[config.mk]
export PLATFORM = sky130hd
export DESIGN_NAME = ps_setpoint_converter
export DESIGN_NICKNAME = d
export VERILOG_FILES = /design/src/rtl/ps_setpoint_converter.sv
export SDC_FILE = /design/constraint.sdc
export NUM_CORES = 1
export LEC_CHECK = 0
export ABC_AREA = 0
export ABC_CLOCK_PERIOD_IN_PS = 16800
export BUFFER_PORTS_ARGS = -buffer_cell sky130_fd_sc_hd__buf_2
export CAP_MARGIN = 10
export CORE_MARGIN = 5
export CORE_UTILIZATION = 55
export CTS_BUF_LIST = sky130_fd_sc_hd__clkbuf_16
export CTS_CLUSTER_DIAMETER = 120
export CTS_CLUSTER_SIZE = 20
export DETAILED_ROUTE_END_ITERATION = 8
export GPL_TIMING_DRIVEN = 1
export PLACE_DENSITY_LB_ADDON = 0.2
export SLEW_MARGIN = 20
export SYNTH_ARGS = -nofsm -noshare
export SYNTH_HDL_FRONTEND = slang
export SYNTH_SLANG_ARGS = --single-unit
[constraint.sdc]
create_clock -name clk -period 16.8 [get_ports clk]
set_input_delay 1.68 -clock clk [delete_from_list [all_inputs] [get_ports clk]]
set_output_delay 1.68 -clock clk [all_outputs]
set_load 0.05 [all_outputs]
[src/rtl/ps_setpoint_converter.sv]
`default_nettype none
// ============================================================================
// Module  : ps_setpoint_converter
// Brief   : Multi-channel clamp / slew-limit / PS-code converter for the
//           fast-orbit-feedback power-supply DAC link (3-stage pipeline).
// Revision: 1.0
// ============================================================================
module ps_setpoint_converter #(
    parameter int DATA_W = 20,
    parameter int NCH    = 8,
    parameter int CH_W   = $clog2(NCH)
) (
    input  logic              clk,
    input  logic              reset,
    input  logic              enb,
    input  logic              in_valid,
    input  logic [CH_W-1:0]   in_chan,
    input  logic [DATA_W-1:0] in_data,
    input  logic [1:0]        mode,
    input  logic [DATA_W-1:0] lim_hi,
    input  logic [DATA_W-1:0] lim_lo,
    input  logic [DATA_W-2:0] max_step,
    input  logic              sat_clr,
    output logic              out_valid,
    output logic [CH_W-1:0]   out_chan,
    output logic [DATA_W-1:0] out_data,
    output logic [NCH-1:0]    sat_flags
);

    localparam logic [DATA_W-1:0] c_max_pos = {1'b0, {(DATA_W-1){1'b1}}};

    logic              r_s1_valid;
    logic [CH_W-1:0]   r_s1_chan;
    logic [DATA_W-1:0] r_s1_data;
    logic              r_s1_hit;

    logic              r_s2_valid;
    logic [CH_W-1:0]   r_s2_chan;
    logic [DATA_W-1:0] r_s2_data;

    logic [DATA_W-1:0] r_last [NCH];

    logic [DATA_W-1:0]        w_clamp;
    logic                     w_clamp_hit;
    logic [DATA_W-1:0]        w_last;
    logic signed [DATA_W:0]   w_c_ext;
    logic signed [DATA_W:0]   w_last_ext;
    logic signed [DATA_W:0]   w_step;
    logic signed [DATA_W:0]   w_delta;
    logic signed [DATA_W:0]   w_slew;
    logic                     w_slew_hit;
    logic [NCH-1:0]           w_set_mask;
    logic [DATA_W-1:0]        w_code;

    // Upper limit is tested first so inverted limits resolve deterministically.
    always_comb begin
        w_clamp = in_data;
        if ($signed(in_data) > $signed(lim_hi))
            w_clamp = lim_hi;
        else if ($signed(in_data) < $signed(lim_lo))
            w_clamp = lim_lo;
    end
    assign w_clamp_hit = (w_clamp != in_data);

    assign w_last     = r_last[r_s1_chan];
    assign w_c_ext    = {r_s1_data[DATA_W-1], r_s1_data};
    assign w_last_ext = {w_last[DATA_W-1], w_last};
    assign w_step     = {2'b00, max_step};
    assign w_delta    = w_c_ext - w_last_ext;

    always_comb begin
        w_slew = w_c_ext;
        if (max_step != '0) begin
            if (w_delta > w_step)
                w_slew = w_last_ext + w_step;
            else if (w_delta < -w_step)
                w_slew = w_last_ext - w_step;
        end
    end
    assign w_slew_hit = (w_slew != w_c_ext);

    always_comb begin
        w_set_mask            = '0;
        w_set_mask[r_s1_chan] = r_s1_valid && (r_s1_hit || w_slew_hit);
    end

    // Legacy code maps the full-scale positive setpoint to itself.
    always_comb begin
        case (mode)
            2'd1:    w_code = r_s2_data[DATA_W-1] ? '0 : r_s2_data;
            2'd2:    w_code = (r_s2_data == c_max_pos) ? c_max_pos
                                                       : r_s2_data - c_max_pos;
            default: w_code = {~r_s2_data[DATA_W-1], r_s2_data[DATA_W-2:0]};
        endcase
    end

    always_ff @(posedge clk or posedge reset) begin
        if (reset) begin
            r_s1_valid <= 1'b0;
            r_s1_chan  <= '0;
            r_s1_data  <= '0;
            r_s1_hit   <= 1'b0;
            r_s2_valid <= 1'b0;
            r_s2_chan  <= '0;
            r_s2_data  <= '0;
            out_valid  <= 1'b0;
            out_chan   <= '0;
            out_data   <= '0;
            sat_flags  <= '0;
            for (int i = 0; i < NCH; i++)
                r_last[i] <= '0;
        end else if (enb) begin
            r_s1_valid <= in_valid;
            if (in_valid) begin
                r_s1_chan <= in_chan;
                r_s1_data <= w_clamp;
                r_s1_hit  <= w_clamp_hit;
            end

            r_s2_valid <= r_s1_valid;
            if (r_s1_valid) begin
                r_s2_chan         <= r_s1_chan;
                r_s2_data         <= w_slew[DATA_W-1:0];
                r_last[r_s1_chan] <= w_slew[DATA_W-1:0];
            end
            sat_flags <= (sat_clr ? '0 : sat_flags) | w_set_mask;

            out_valid <= r_s2_valid;
            if (r_s2_valid) begin
                out_chan <= r_s2_chan;
                out_data <= w_code;
            end
        end
    end

endmodule
`default_nettype wire

==> results by group <==
Clock tree
  • Later-pin clock latency in the skew report: 0.50 ns
  • Root buf cell: clkbuf_16
  • Clk sinks: 241
  • Setup Buffers After CTS: 0
  • CTS tree: yes
  • Cts bufs inserted: 16
  • Clock tree buffer depth: 3
  • Hold Buf Count CTS: 0
  • Reg clk slew, reported paths: 0.09 ns
  • Post-CTS Resized: 0
  • CTS HTree Levels: 1

Floorplan
  • Starting Density: 55.3%
  • Io pins: 121
  • Die Width: 190 um
  • Num rows: 66
  • Core Area: approximately 32000 um2
  • Die ar.: 36200 um2
  • Vert. Die Dim: around 190 um

Timing
  • Fin crit share: 48.8%
  • Endpoints failing hold: 0
  • Final setup vio count: 0
  • Final Skew: 0.0283 ns
  • Pins Over Slew Limit: 0
  • Setup TNS: 0 ns
  • Slew HR: 21.1%
  • Worst setup margin: 8.59 ns
  • Slew @ Worst Pin: 1.15 ns
  • Fmax: 122 MHz
  • Minimum clock period: 8.21 ns
  • RSZ-0062 raised after global routing: false

Placement
  • Count of input and output buffers: 120
  • Routability cong.: 0.979
  • Dpl ws: approximately 9 ns
  • HPWL after detailed placement: 40100 um

Setup path
  • Req. time, crit path: 17.24 ns
  • Worst R2R End: r_last[159]
  • Worst setup SP type: register
  • Worst Path Arrival: between 8 and 9 ns
  • Worst reg-to-reg path cell count: 25
  • Crit path kind: reg2reg
  • R2r setup slk: 8.59 ns
  • Worst r2r src: r_s1_chan[2]
  • Critical-path maximum fanout: 20
  • CP endpoint kind: register

Layout
  • Commonest cells after routing, fill and taps aside: 241 x dfrtp_1, 221 x nand2_1, 198 x o21ai_0
  • Final net count: 2303
  • ANT cells: 0
  • Most common cell after layout, fill and taps aside: dfrtp_1
  • Share of layout cells above drive strength 1: 13.6%
  • Fill count: about 2900
  • Area grow syn2layout: 7.43%

Synthesis
  • Number of flops mapped to enable cells by yosys: 0
  • Yosys cell types: 96
  • Syn Inst Count: 2025
  • Main flop type after synthesis: dfrtp_1
  • Async S/R FF share, synth: 100%
  • Mapped Area: 17800 um2
  • Share of the yosys chip area belonging to registers: 33.8%
  • Mean Syn Cell Area: 8.81 um2
  • Syn nets: 2255
  • #FFs+latches synth: 241
  • Area leader, netlist: dfrtp_1
  • Post-synth top area share: 33.8%
  • Ys Warns: 0
  • Synth area leaders: dfrtp_1 34%, ha_1 9.7%, o21ai_0 5.6%

Run
  • Max-cap viol count: 0

Drt
  • WL final: roughly 54000 um
  • DRC errors left: 0
  • Initial drt markers: 1523
  • Antenna Nets Post-Route: 0
  • Routed via count: 15800
  • Wire per inst: 21.3 um
  • Vias per inst: 6.29
  • Drt pass-1 iters: 7

GRT
  • Largest net degree at the start of global routing: 112
  • Initial antenna violation count: 0
  • Total track usage: 28.9%
  • Gr ovfl total: 0
  • Vias in the first global route: 15100
  • First-pass GRT wire length: ~84000 um

Worst hold path
  • Hold crit path type: reg2reg
  • Cells on Worst Hold Path: 2
  • Worst min-delay path startpoint: r_last[47]
  • Hold Path End: r_last[47]

Run status
  • Status: finished clean
## Yosys cell counts (7+ instances only)
master / number
a31oi_1: 15
clkbuf_1: 79
inv_1: 120
a2111oi_0: 9
and4_1: 23
a22oi_1: 94
and3_1: 21
mux2_2: 78
o31ai_1: 10
xnor2_1: 82
a21oi_1: 137
a21o_1: 25
ha_1: 138
buf_2: 17
nor2b_1: 19
o21ai_1: 8
nor2_1: 94
nand2_1: 222
o211ai_1: 10
nand2b_1: 33
and2_1: 10
dfrtp_1: 241
nor4_1: 16
nor3_1: 33
mux2i_1: 24
or3_1: 10
buf_1: 8
o21ai_0: 198
a211o_1: 7
o21a_1: 8
nand4_1: 29
a211oi_1: 8
xor2_1: 40
nand3_1: 25
## layout make-up
cell class,instances,area [um2],share of cell area (%)
multi-input cells,1552,10900,57.1
clock inverters,3,40.0,0.209
inverters,124,473,2.47
clock buffers,16,400,2.09
repair buffers,138,733,3.82
flip-flops and latches,241,6030,31.4
well taps,442,553,2.88
## layer usage
layer  track usage, %  wire, um
met1             42.6     24000
met4             9.03      1840
met2             44.5     23400
met3             3.74      4310
met5                0         0
## through the flow
step	cells	hold slack (ns)	cell area, um2	utilization [%]
finish	2516	0.485	19200	59.4
global route	2516	0.503	19200	59.4
CTS	2515	0.489	19200	59.4
detailed placement	2496	0.468	18700	58.0
global placement	2496	0.461	18700	58.0
floorplan	2025	0.442	17800	-
## cell families after synthesis
group,share of synthesized area (%)
compound gates,22.3
simple gates,15.7
flops,33.8
buf+inv,5.09
fa+ha+maj,10.0
xor+xnor,6.49
mux,6.65
## registers in the layout, summed over array words and instances, names as in the netlist
signal,count
r_s2_data,20
r_s1_chan,3
sat_flags,8
r_s1_data,20
out_valid,1
r_s1_valid,1
r_last,160
out_data,20
out_chan,3
r_s1_hit,1
r_s2_chan,3
r_s2_valid,1
## worst max-delay path, stage by stage (launching register included)
cell	delay, ns
dfrtp_1	0.58
nor2b_1	0.25
and2_1	0.86
a22oi_1	0.14
and4_1	0.29
ha_1	0.36
a2111o_1	0.46
o21ai_0	0.29
o21ai_0	0.13
a21oi_1	0.23
o21ai_0	0.16
a21oi_1	0.17
nor2_1	0.06
nor2_1	0.12
xnor2_1	0.11
ha_1	0.23
a2111oi_0	0.61
nand2_1	0.11
o31ai_1	0.50
a22oi_1	0.18
o211a_2	0.32
nor2_2	0.26
nor2_1	0.10
nor2_1	0.77
a2bb2oi_1	0.57
mux2_2	0.28
## how the worst max path moves through the flow
stage | from | endpoint | slack, ns | depth (start not counted)
floorplan | reset | out_chan[0] | 8.50 | 1
global placement | r_s1_chan[2] | r_s2_data[19] | 9.16 | 25
detailed placement | r_s1_chan[2] | r_last[159] | 8.97 | 25
CTS | r_s1_chan[2] | r_last[159] | 8.93 | 25
global route | r_s1_chan[2] | r_last[159] | 8.18 | 25
finish | r_s1_chan[2] | r_last[159] | 8.59 | 25
Power is not shown: default switching activity piles up to over one toggle a cycle in this logic, so the estimate is an artifact.
